<file path="config.mk">
export PLATFORM = sky130hd
export DESIGN_NAME = trap_ctrl
export DESIGN_NICKNAME = d
export VERILOG_FILES = /design/src/rtl/trap_ctrl.sv
export SDC_FILE = /design/constraint.sdc
export NUM_CORES = 1
export LEC_CHECK = 0
export CAP_MARGIN = 15
export CELL_PAD_IN_SITES_DETAIL_PLACEMENT = 1
export CELL_PAD_IN_SITES_GLOBAL_PLACEMENT = 1
export CORE_ASPECT_RATIO = 1.5
export CORE_MARGIN = 2
export CORE_UTILIZATION = 27
export CTS_CLUSTER_DIAMETER = 150
export DETAILED_ROUTE_END_ITERATION = 6
export PLACE_DENSITY = 0.78
export SLEW_MARGIN = 20
export SYNTH_ARGS = -nofsm -noshare
export SYNTH_HDL_FRONTEND = slang
export SYNTH_SLANG_ARGS = --single-unit
</file>
<file path="constraint.sdc">
create_clock -name clk -period 2.2 [get_ports clk]
set_clock_uncertainty 0.15 [all_clocks]
set_input_delay 0.44 -clock clk [delete_from_list [all_inputs] [get_ports clk]]
set_output_delay 0.44 -clock clk [all_outputs]
set_load 0.03 [all_outputs]
</file>
<file path="src/rtl/trap_ctrl.sv">
// trap_ctrl: machine-mode trap sequencer for exceptions, interrupts and MRET.
// Accepts one request in IDLE, writes mepc/mcause/mtval, then redirects the PC.
//
// Ports:
//   clk, rst                 clock, synchronous active-high reset
//   exc_valid/code/pc/tval   synchronous exception request and its data
//   irq_pc                   PC of next instruction, becomes mepc on interrupts
//   mret                     MRET request
//   irq_en, mie, mip         global enable and interrupt enable/pending CSRs
//   mtvec, mepc              trap vector base/mode and return address CSRs
//   busy                     high whenever a sequence is in flight
//   redirect, redirect_pc    one-cycle PC redirect strobe and target
//   csr_addr/w/din           single CSR write port
//
// Build option: define TRAP_VECTORED_EN to vector interrupts when mtvec[1:0]==1.
module trap_ctrl #(
    parameter int XLEN = 32
) (
    input  logic            clk,
    input  logic            rst,
    input  logic            exc_valid,
    input  logic [3:0]      exc_code,
    input  logic [XLEN-1:0] exc_pc,
    input  logic [XLEN-1:0] exc_tval,
    input  logic [XLEN-1:0] irq_pc,
    input  logic            mret,
    input  logic            irq_en,
    input  logic [XLEN-1:0] mie,
    input  logic [XLEN-1:0] mip,
    input  logic [XLEN-1:0] mtvec,
    input  logic [XLEN-1:0] mepc,
    output logic            busy,
    output logic            redirect,
    output logic [XLEN-1:0] redirect_pc,
    output logic [11:0]     csr_addr,
    output logic            csr_w,
    output logic [XLEN-1:0] csr_din
);

    typedef enum logic [2:0] {
        IDLE,
        WR_EPC,
        WR_CAUSE,
        WR_TVAL,
        REDIRECT
    } state_t;

    state_t          state;
    logic [XLEN-1:0] cause_q;
    logic [XLEN-1:0] tval_q;
    logic [XLEN-1:0] target_q;

    logic            irq_hit;
    logic [3:0]      irq_code;
    logic [XLEN-1:0] base;
    logic [XLEN-1:0] irq_target;
    logic            unused_bits;

    assign unused_bits = ^{mie, mip, mtvec};
    assign busy = (state != IDLE);
    assign base = {mtvec[XLEN-1:2], 2'b00};

    // Fixed priority among pending interrupts: MEI > MSI > MTI.
    always_comb begin
        irq_hit  = 1'b0;
        irq_code = 4'd0;
        if (irq_en && mie[11] && mip[11]) begin
            irq_hit  = 1'b1;
            irq_code = 4'd11;
        end else if (irq_en && mie[3] && mip[3]) begin
            irq_hit  = 1'b1;
            irq_code = 4'd3;
        end else if (irq_en && mie[7] && mip[7]) begin
            irq_hit  = 1'b1;
            irq_code = 4'd7;
        end
    end

`ifdef TRAP_VECTORED_EN
    logic [XLEN-1:0] vec_off;
    assign vec_off = {{(XLEN-6){1'b0}}, irq_code, 2'b00};
    // Sum wraps naturally at XLEN bits.
    assign irq_target = (mtvec[1:0] == 2'b01) ? base + vec_off : base;
`else
    assign irq_target = base;
`endif

    // Outputs are registered alongside the state they belong to, so each
    // transition loads the values the destination state presents.
    always_ff @(posedge clk) begin
        if (rst) begin
            state       <= IDLE;
            cause_q     <= '0;
            tval_q      <= '0;
            target_q    <= '0;
            csr_w       <= 1'b0;
            csr_addr    <= '0;
            csr_din     <= '0;
            redirect    <= 1'b0;
            redirect_pc <= '0;
        end else begin
            csr_w       <= 1'b0;
            csr_addr    <= '0;
            csr_din     <= '0;
            redirect    <= 1'b0;
            redirect_pc <= '0;
            unique case (state)
                IDLE: begin
                    if (exc_valid) begin
                        cause_q  <= {1'b0, {(XLEN-5){1'b0}}, exc_code};
                        tval_q   <= exc_tval;
                        target_q <= base;
                        state    <= WR_EPC;
                        csr_w    <= 1'b1;
                        csr_addr <= 12'h341;
                        csr_din  <= {exc_pc[XLEN-1:1], 1'b0};
                    end else if (irq_hit) begin
                        cause_q  <= {1'b1, {(XLEN-5){1'b0}}, irq_code};
                        tval_q   <= '0;
                        target_q <= irq_target;
                        state    <= WR_EPC;
                        csr_w    <= 1'b1;
                        csr_addr <= 12'h341;
                        csr_din  <= {irq_pc[XLEN-1:1], 1'b0};
                    end else if (mret) begin
                        target_q    <= mepc;
                        state       <= REDIRECT;
                        redirect    <= 1'b1;
                        redirect_pc <= mepc;
                    end
                end
                WR_EPC: begin
                    state    <= WR_CAUSE;
                    csr_w    <= 1'b1;
                    csr_addr <= 12'h342;
                    csr_din  <= cause_q;
                end
                WR_CAUSE: begin
                    state    <= WR_TVAL;
                    csr_w    <= 1'b1;
                    csr_addr <= 12'h343;
                    csr_din  <= tval_q;
                end
                WR_TVAL: begin
                    state       <= REDIRECT;
                    redirect    <= 1'b1;
                    redirect_pc <= target_q;
                end
                REDIRECT: begin
                    state <= IDLE;
                end
                default: begin
                    state <= IDLE;
                end
            endcase
        end
    end

endmodule

</file>
Word-level counts from Yosys, hierarchy flattened --
Cells that the tools add are included. Widths: inputs -> output; s select.
Storage, ports and cells: flip-flop bits (word level) 177, latch bits 0, memory bits (writable) 0, bits in read-only memories 0, input bits 233, output and inout port bits 79, logic and storage cells 60, memories kept 0
Cells by class: add/subtract/negate cells 0, $mul 0, divide/modulo/power cells 0, magnitude comparators 0, equality and inequality tests 4, shift-type cells 0, mux-type cells 34, bitwise logic cells 0, reduce and logical (&&, ||, !) cells 13
Operators by type and width (number):
- $mux 32 | 12
- $pmux 32 s3 | 1
- $pmux 32 s2 | 1
- $pmux 10 s3 | 1
- $mux 10 | 2
- $mux 3 | 5
- $pmux 3 s4 | 1
- $mux 1 | 8
- $eq 3x2->1 const B | 2
- $logic_and 1x1->1 | 6
- $reduce_bool 3->1 | 2
- $mux 4 | 1
- $ne 4x4->1 const B | 1
- $pmux 1 s2 | 2
- $reduce_and 2->1 | 2
- $eq 3x1->1 const B | 1
- $logic_not 3->1 | 1
- $reduce_bool 2->1 | 1
- $reduce_or 2->1 | 1

Logic depth before layout (Yosys ltp) --
Gate-level depths: netlist of run 1.
word-level depth 8, gate-level depth with buffers 7, gate-level depth less buffers 5

Worst setup path before layout of run 1 --
Ideal clock, no wire load.
kind input-to-reg, start point in mip[3], end point reg redirect_pc[10], library setup time 59 ps, data arrival time 1762 ps, data required time 1991 ps, slack 229 ps, cell stages on the path 6, path buffers 2, cell sequence a22o_1 > a211o_1 > buf_6 > nor3_4 > buf_6 > a22o_1
Between the ends: cells in the longest elaborated chain, start to end 6
RTL lines:
- from (decl) | RTL line 29 | input logic [XLEN-1:0] mip,
- $logic_and 1x1->1 | RTL line 70 | end else if (irq_en && mie[3] && mip[3]) begin
- $mux 1 | RTL line 70
- $mux 1 | RTL line 67 | if (irq_en && mie[11] && mip[11]) begin
- $mux 32 | RTL line 117 | end else if (irq_hit) begin
- $mux 32 | RTL line 109 | if (exc_valid) begin
- $pmux 32 s2 | RTL line 107 | unique case (state)
- to (signal assigned) | RTL line 129 | redirect_pc <= mepc;
- to (signal assigned) | RTL line 147 | redirect_pc <= target_q;
- to (decl) | RTL line 34 | output logic [XLEN-1:0] redirect_pc,
Every way passes these cells. A chain may end at the register's enable or synchronous reset.

Worst setup path in the final report of run 1 --
start point reg state[0], end point out busy
Between the ends: cells in the longest elaborated chain, start to end 1
RTL lines:
- from (decl) | RTL line 48 | state_t state;
- from (signal assigned) | RTL line 92 | state <= IDLE;
- from (signal assigned) | RTL line 113 | state <= WR_EPC;
- from (signal assigned) | RTL line 121 | state <= WR_EPC;
- $reduce_bool 3->1 | RTL line 60 | assign busy = (state != IDLE);
- to (decl) | RTL line 32 | output logic busy,
Every way passes these cells.

==> flow_summary.yaml, run 1 <==
synth:
  synth-xor-area-share: 0
  synth_area_um2: 5240
  yosys_warnings: 0
  avgSynthCellArea_um2: 10.4
  synth_top_family_by_area: "compound AO/OA/AOI/OAI gates"
  ys_ff_latch: 140
  synth_edf_count: 0
  ys_seq_area_frac: 0.535
  synthMuxAreaShare: 0
  ys.flop_type: "dfxtp_1"
  netlist_instances: 504
  async_flop_share: 0
  synthAdderAreaFrac: 0
  yosys.area_share.simple: 0.0948
  yosysUniqueCellTypes: 34
  synth-compound-area-share: 0.287
clocking:
  clkSlewWorstSetupHoldPaths_ps: 60
  htree_levels: 4
  cts_root_buffer: "clkbuf_16"
  clock-sinks: 140
  clk_path_buf_depth: 2
  cts_hold_buf: 0
  clk_latency_ps: 420
  cts_inserted_buffers: 17
  tritoncts: "yes"
critical_path:
  crit_required_ps: 1610
  start_kind: "flop"
  path_delay_family: "flip-flops"
  critPathMaxStageDelay_ps: 540
  end_kind: "output port"
  crit_type: "flop to output port"
  arrival_ps: 1510
  critPathMaxFanout: 12
  cpMaxStageDelayCell: "dfxtp_1"
  path_cells: "nor3_4, inv_2, buf_4"
  path_buf_inv: 2
detailed_routing:
  drtAntennaViolNets: 0
  wl_per_cell_um: 18.6
  viasPerCell: 4.94
  dr.pass1.iters: 6
  drc: 0
  vias: 5014
  drt-total-wl_um: 18800
  drtIter0Drc: 282
power:
  peakVddDrop_mv: 0.440
  leakage_nw: 3.21
  pwr_density_cell_nw_per_um2: 839
timing:
  min_period_ps: 2100
  whs_ps: 212
  max_freq_mhz: 476
  worst_slew_pin_slew_ps: 555
  tns_ps: 0
  setup_viol: 0
  drv_slew: 0
  min_period_over_period: 0.954
  slew_headroom: 0.630
  finalHoldViolCount: 0
layout:
  fillers: 2117
  antenna_cells: 0
  fin_area_um2: 8760
  drive_gt1_frac: 0.107
  fin_nets: 979
  area_delta_synth_final_pct: 67.3
floorplanning:
  fp.dieArea_um2: 20600
  coreArea_um2: 19100
  io_pins: 312
  die_h_um: 175
  start_util: 0.275
  row_count: 62
  die_w_um: 118
placement:
  gp_congestion: 0.734
  dp_hpwl_um: 13400
  dpl_cell_area_um2: 8130
  port_buffers: 242
global_routing:
  grt_pass1_vias: 5441
  gr-total-overflow: 0
  grt_max_degree: 43
  grt_usage: 0.183
  grt_pass1_wl_um: 29500
  antenna_found_initial: 0
flow_run:
  cap_violations: 0
min_path:
  hold_class: "input port to flop"
outcome:
  status: "finished clean"
==> synthesized netlist by cell type (2+ instances only) <==
| master | instances | area, um^2 |
|---|---|---|
| a2111oi_0 | 31 | 272 |
| o2bb2ai_1 | 31 | 272 |
| a22o_1 | 69 | 604 |
| or2_2 | 2 | 12.5 |
| o21a_1 | 2 | 15.0 |
| nor3_4 | 2 | 32.5 |
| nor3_1 | 66 | 330 |
| a32o_1 | 2 | 20.0 |
| a21oi_1 | 6 | 30.0 |
| buf_6 | 4 | 45.0 |
| buf_2 | 17 | 85.1 |
| buf_4 | 11 | 82.6 |
| clkbuf_1 | 23 | 86.3 |
| nand2_1 | 4 | 15.0 |
| inv_1 | 32 | 120 |
| a22oi_1 | 32 | 240 |
| nor2_1 | 9 | 33.8 |
| dfxtp_1 | 140 | 2800 |
| nor4_1 | 2 | 12.5 |
| buf_1 | 3 | 11.3 |
| nor2b_1 | 2 | 12.5 |
| nand3_1 | 2 | 10.0 |
==> final cells by class <==
type	instances	area [um^2]	share of cell area
Inverter	33	124	0.0141
Multi-Input combinational cell	279	2100	0.240
Tap cell	256	320	0.0365
Sequential cell	140	2800	0.320
Clock buffer	21	460	0.0525
Clock inverter	10	141	0.0161
Timing Repair Buffer	275	2810	0.321
==> where the power goes <==
| part | internal, mW | switching [mW] |
|---|---|---|
| clock network | 1.84 | 1.11 |
| registers | 2.77 | 0.116 |
| logic | 0.737 | 0.775 |
==> final timing paths <==
path / start / cells past startpoint / slack [ps] / to
max: state[0] / 3 / 100 / busy
min reg2reg: target_q[17] / 2 / 320 / target_q[17]
max reg2reg: state[0] / 5 / 240 / target_q[10]
min: rst / 3 / 210 / csr_addr[1]
==> worst reg2reg max path: stages (launching register included) <==
cell,delay (ps)
dfxtp_1,540
nor3_4,110
inv_2,230
buf_4,350
nor3_1,110
a2111oi_1,350
==> routing by layer <==
metal | up-vias | GRT usage | wire, um
li1 | 2389 | - | -
met3 | 22 | 0.0532 | 1070
met5 | - | 0 | 0
met2 | 187 | 0.334 | 9790
met4 | 0 | 0.0592 | 324
met1 | 2416 | 0.203 | 7640
==> layout by cell type, fill, tap and decap left out, types with 3 or more instances in the layout <==
cell type / n
buf_12: 12
nor3_1: 65
dfxtp_1: 140
nand2_1: 4
a2111oi_2: 3
a21oi_1: 5
clkdlybuf4s50_1: 240
buf_4: 22
a2111oi_0: 19
a22o_1: 69
inv_1: 32
nor2_1: 7
clkbuf_16: 17
a22oi_1: 32
o2bb2ai_1: 31
bufinv_16: 3
clkinv_4: 3
a2111oi_1: 9
conb_1: 7
==> metrics by stage <==
| step | power, mW | std cells | utilization | worst slack [ps] |
|---|---|---|---|---|
| 6_report | 7.35 | 1014 | 0.459 | 100 |
| 4_1_cts | 7.42 | 1013 | 0.457 | 49.5 |
| 3_3_place_gp | 4.40 | 982 | 0.426 | -252 |
| 3_5_place_dp | 4.43 | 982 | 0.426 | -364 |
| 2_1_floorplan | 3.65 | 510 | - | 229 |
| 5_1_grt | 7.68 | 1014 | 0.459 | -0.958 |
==> logic make-up after synthesis <==
| kind of cell | Yosys count |
|---|---|
| and+or+nand+nor | 93 |
| buffers and inverters | 91 |
| other | 1 |
| AOI/OAI and AO/OA | 179 |
| DFF | 140 |
==> registers in the layout (all words and copies together), names as in the netlist <==
signal	flops
cause_q	5
state	3
redirect_pc	32
csr_addr	3
tval_q	32
target_q	32
csr_din	32
redirect	1
==> what timing repair did <==
item | CTS | global route
buffers inserted | 0 | 1
endpoints found under the setup margin | 0 | 13
resized for setup | 0 | 15
Note: power is estimated with default switching activity, not from simulation.
==> inputs of run 2 (changes only) <==
PLACE_DENSITY = 0.84   (was 0.78)
==> flow_summary.yaml, run 2 (synthesized netlist as in run 1, its figures left out) <==
floorplanning:
  io_pins: 312
  die_h_um: 175
  coreArea_um2: 19100
  die_w_um: 118
  row_count: 62
  fp.dieArea_um2: 20600
  start_util: 0.275
power:
  switchingPower_mw: 2.00
  pwr-share-seq: 0.395
  leakage_nw: 3.22
  p_comb_frac: 0.208
  power_mw: 7.31
  intPower_mw: 5.31
  netSwitchingFraction: 0.274
  share_clk_of_total_power: 0.397
  peakVddDrop_mv: 0.452
  pwr_density_cell_nw_per_um2: 837
layout:
  antenna_cells: 0
  final_common_cell: "clkdlybuf4s50_1"
  fin_nets: 981
  area_delta_synth_final_pct: 66.7
  layout_common_cells: "clkdlybuf4s50_1 (240), dfxtp_1 (139), a22o_1 (69), nor3_1 (65)"
  drive_gt1_frac: 0.109
  multiInputGateArea_um2: 2090
  fillers: 2116
  seqCellArea_um2: 2800
  fin_area_um2: 8730
detailed_routing:
  vias: 5051
  wl_per_cell_um: 18.8
  drt-total-wl_um: 19100
  dr.pass1.iters: 4
  drc: 0
  drtAntennaViolNets: 0
  drtIter0Drc: 257
  viasPerCell: 4.97
critical_path:
  start_kind: "input port"
  reg2regPathDepth: 6
  r2r-end: "target_q[18]"
  critPathMaxFanout: 17
  end_kind: "flop"
  reg2reg_slack_ps: 300
  arrival_ps: 2250
  crit_type: "input port to flop"
  reg2reg_from: "state[0]"
  crit_required_ps: 2320
placement:
  port_buffers: 242
  dpl_cell_area_um2: 8110
  dp_hpwl_um: 13800
  gp_congestion: 0.737
  pre_cts_ws_ps: -367
min_path:
  min_path_cells: 4
  worstHoldStart: "rst"
  min_to: "state[1]"
  hold_class: "input port to flop"
global_routing:
  grt_pass1_wl_um: 29900
  grt_usage: 0.187
  grt_pass1_vias: 5474
  grt_max_degree: 43
  antenna_found_initial: 0
  gr-total-overflow: 0
clocking:
  post_cts_buffers: 0
  htree_levels: 4
  tritoncts: "yes"
  clk_latency_ps: 410
  cts_inserted_buffers: 17
  cts_root_buffer: "clkbuf_16"
  clk_path_buf_depth: 2
  clkSlewWorstSetupHoldPaths_ps: 60
  clock-sinks: 140
timing:
  drv_slew: 0
  min_period_ps: 2130
  setup_viol: 0
  slew_headroom: 0.609
  max_freq_mhz: 470
  fin_ws_ps: 73.5
  min_period_over_period: 0.967
  finalHoldViolCount: 0
  worst_slew_pin_slew_ps: 582
  tns_ps: 0
flow_run:
  cap_violations: 0
outcome:
  status: "finished clean"
[run 2: what timing repair did]
item                                    4_1_cts  5_1_grt
hold buffers                                  0        0
resized for setup                             1        9
endpoints found under the setup margin        1       15
[run 2: how the worst max path moves through the flow]
stage,startpoint,to
3_5_place_dp,irq_en,target_q[9]
2_1_floorplan,mip[3],redirect_pc[10]
5_1_grt,irq_en,target_q[15]
4_1_cts,irq_en,target_q[18]
3_3_place_gp,irq_en,target_q[29]
6_report,irq_en,target_q[18]
[run 2: final cells by class]
| class | count | area share |
|---|---|---|
| Sequential cell | 140 | 0.321 |
| Clock buffer | 23 | 0.0559 |
| Inverter | 33 | 0.0142 |
| Multi-Input combinational cell | 279 | 0.240 |
| Clock inverter | 9 | 0.0126 |
| Tap cell | 256 | 0.0367 |
| Timing Repair Buffer | 277 | 0.320 |
[run 2: stage by stage]
step / std cells / hold WS [ps] / utilization
after detailed placement: 985 / 314 / 0.425
final: 1017 / 279 / 0.458
after global routing: 1017 / 283 / 0.458
after CTS: 1017 / 269 / 0.456
after global placement: 985 / 304 / 0.425
after floorplan: 510 / 299 / -
[run 2: power by group through the flow]
stage	logic, mW	registers, mW	clock network (mW)
final	1.52	2.89	2.90
after global routing	1.63	2.91	3.11
after global placement	1.49	2.93	0
after floorplan	0.595	3.06	0
after detailed placement	1.52	2.94	0
after CTS	1.52	2.89	2.97
[run 2: metal layers]
layer | GRT usage | part of all wire
met2 | 0.344 | 0.53
met5 | 0 | 0
met1 | 0.201 | 0.39
met3 | 0.0545 | 0.057
met4 | 0.0668 | 0.021
[run 2: worst max-delay path: stages]
cell and delay (ps):
clkdlybuf4s50_1 500, and3_1 320, a211o_4 210, buf_4 270, nor3_1 90, a2111oi_1 410
==> inputs of run 3 (changes only) <==
CELL_PAD_IN_SITES_DETAIL_PLACEMENT = not set   (was 1)
CELL_PAD_IN_SITES_GLOBAL_PLACEMENT = not set   (was 1)
CORE_ASPECT_RATIO = not set   (was 1.5)
CORE_UTILIZATION = 38   (was 27)
PLACE_DENSITY = 0.85   (was 0.84)
==> flow_summary.yaml, run 3 (synthesized netlist as in run 1, its figures left out) <==
floorplanning:
  fp.dieArea_um2: 14700
  coreArea_um2: 13300
  io_pins: 312
  row_count: 42
  die_w_um: 121
  start_util: 0.392
  die_h_um: 121
critical_path:
  arrival_ps: 2300
  end_kind: "flop"
  critPathMaxFanout: 31
  start_kind: "input port"
  r2r-end: "redirect_pc[11]"
  reg2reg_from: "state[0]"
  reg2regPathDepth: 5
  reg2reg_slack_ps: 280
  crit_start: "mip[11]"
  crit_required_ps: 2320
  crit_end: "target_q[21]"
  crit_type: "input port to flop"
timing:
  slew_headroom: 0.484
  worst_slew_pin_slew_ps: 772
  drv_slew: 0
  min_period_ps: 2180
  finalHoldViolCount: 0
  tns_ps: 0
  min_period_over_period: 0.992
  setup_viol: 0
  max_freq_mhz: 458
power:
  pwr_density_cell_nw_per_um2: 833
  leakage_nw: 3.27
  peakVddDrop_mv: 0.553
placement:
  port_buffers: 242
  dp_hpwl_um: 12400
  gp_congestion: 0.810
  dp.cells: 908
clocking:
  cts_root_buffer: "clkbuf_16"
  cts_inserted_buffers: 17
  htree_levels: 4
  cts_hold_buf: 0
  clock-sinks: 140
  tritoncts: "yes"
  clk_latency_ps: 410
  clkSlewWorstSetupHoldPaths_ps: 60
  clk_path_buf_depth: 2
global_routing:
  antenna_found_initial: 0
  grt_usage: 0.231
  grt_pass1_vias: 5398
  grt_max_degree: 34
  grt_pass1_wl_um: 26400
  gr-total-overflow: 0
layout:
  utilization: 0.654
  final_cells: 945
  final_common_cell: "clkdlybuf4s50_1"
  antenna_cells: 0
  layout_common_cells: "clkdlybuf4s50_1 (241), dfxtp_1 (139), a22o_1 (69), nor3_1 (65)"
  fin_nets: 989
  area_delta_synth_final_pct: 66.6
  drive_gt1_frac: 0.118
  fillers: 991
outcome:
  status: "finished clean"
detailed_routing:
  wl_met2_um: 8890
  wl_met1_um: 6470
  wl_per_cell_um: 18.3
  viasPerCell: 5.44
  vias: 5138
  drt-total-wl_um: 17300
  drc: 0
  dr_wl_met3_um: 1400
  drtAntennaViolNets: 0
  dr.pass1.iters: 5
  drtIter0Drc: 476
  routed.top_layer: "met4"
min_path:
  hold_class: "flop to flop"
flow_run:
  cap_violations: 0
run 3: changes by cell type in the layout (fill, tap and decap cells not counted), sizes merged:
| cell | change |
|---|---|
| clkinvlp | +1 |
| inv | -1 |
| buf | +6 |
| clkdlybuf4s50 | +1 |
| clkinv | +3 |
| clkbuf | -2 |
run 3: critical path: stages:
cell and delay, ps:
clkdlybuf4s50_1 440, a22o_1 250, buf_4 160, a211oi_4 280, buf_12 230, nor3_1 70, a2111oi_0 410
run 3: final cells by class:
class                      instances  area [um^2]  share of cell area
timing repair buffer             285         2900               0.333
sequential                       140         2810               0.322
multi-input combinational        279         2080               0.239
clock buffer                      20          467              0.0535
tap                              176          220              0.0252
inverter                          33          126              0.0145
clock inverter                    12          120              0.0138
run 3: per-layer routing:
metal  vias to the layer above  track usage
met5                         -            0
met4                         0        0.121
met3                        43       0.0757
met2                       267        0.418
met1                      2413        0.234
li1                       2415            -
run 3: timing repair:
| item | in CTS | in global routing |
|---|---|---|
| pin swaps | 0 | 1 |
| setup buffers | 0 | 4 |
| endpoints found under the setup margin | 2 | 9 |
| resized for setup | 4 | 9 |
| gates cloned | 0 | 1 |
run 3: how the worst min path moves through the flow:
| stage | from | to | slack (ps) | depth (start not counted) |
|---|---|---|---|---|
| floorplan | target_q[10] | target_q[10] | 300 | 2 |
| global placement | target_q[20] | redirect_pc[20] | 300 | 1 |
| finish | target_q[10] | target_q[10] | 320 | 2 |
| global route | target_q[22] | redirect_pc[22] | 340 | 1 |
| detailed placement | target_q[5] | redirect_pc[5] | 310 | 1 |
| CTS | target_q[3] | redirect_pc[3] | 320 | 1 |
run 3: stage by stage:
step	setup slack, ps	instance area (um^2)	hold WS, ps	total power, mW
finish	18.5	8730	320	7.27
global route	-47.8	8730	339	7.54
CTS	-3.83	8650	320	7.25
detailed placement	-412	8060	307	4.43
global placement	-398	8050	304	4.37
floorplan	229	5260	299	3.65
run 3: power by group:
part           leakage, nW  switching (mW)  internal (mW)
Combinational         1.82           0.783          0.785
Sequential            1.15           0.120           2.77
Clock                0.295            1.06           1.75
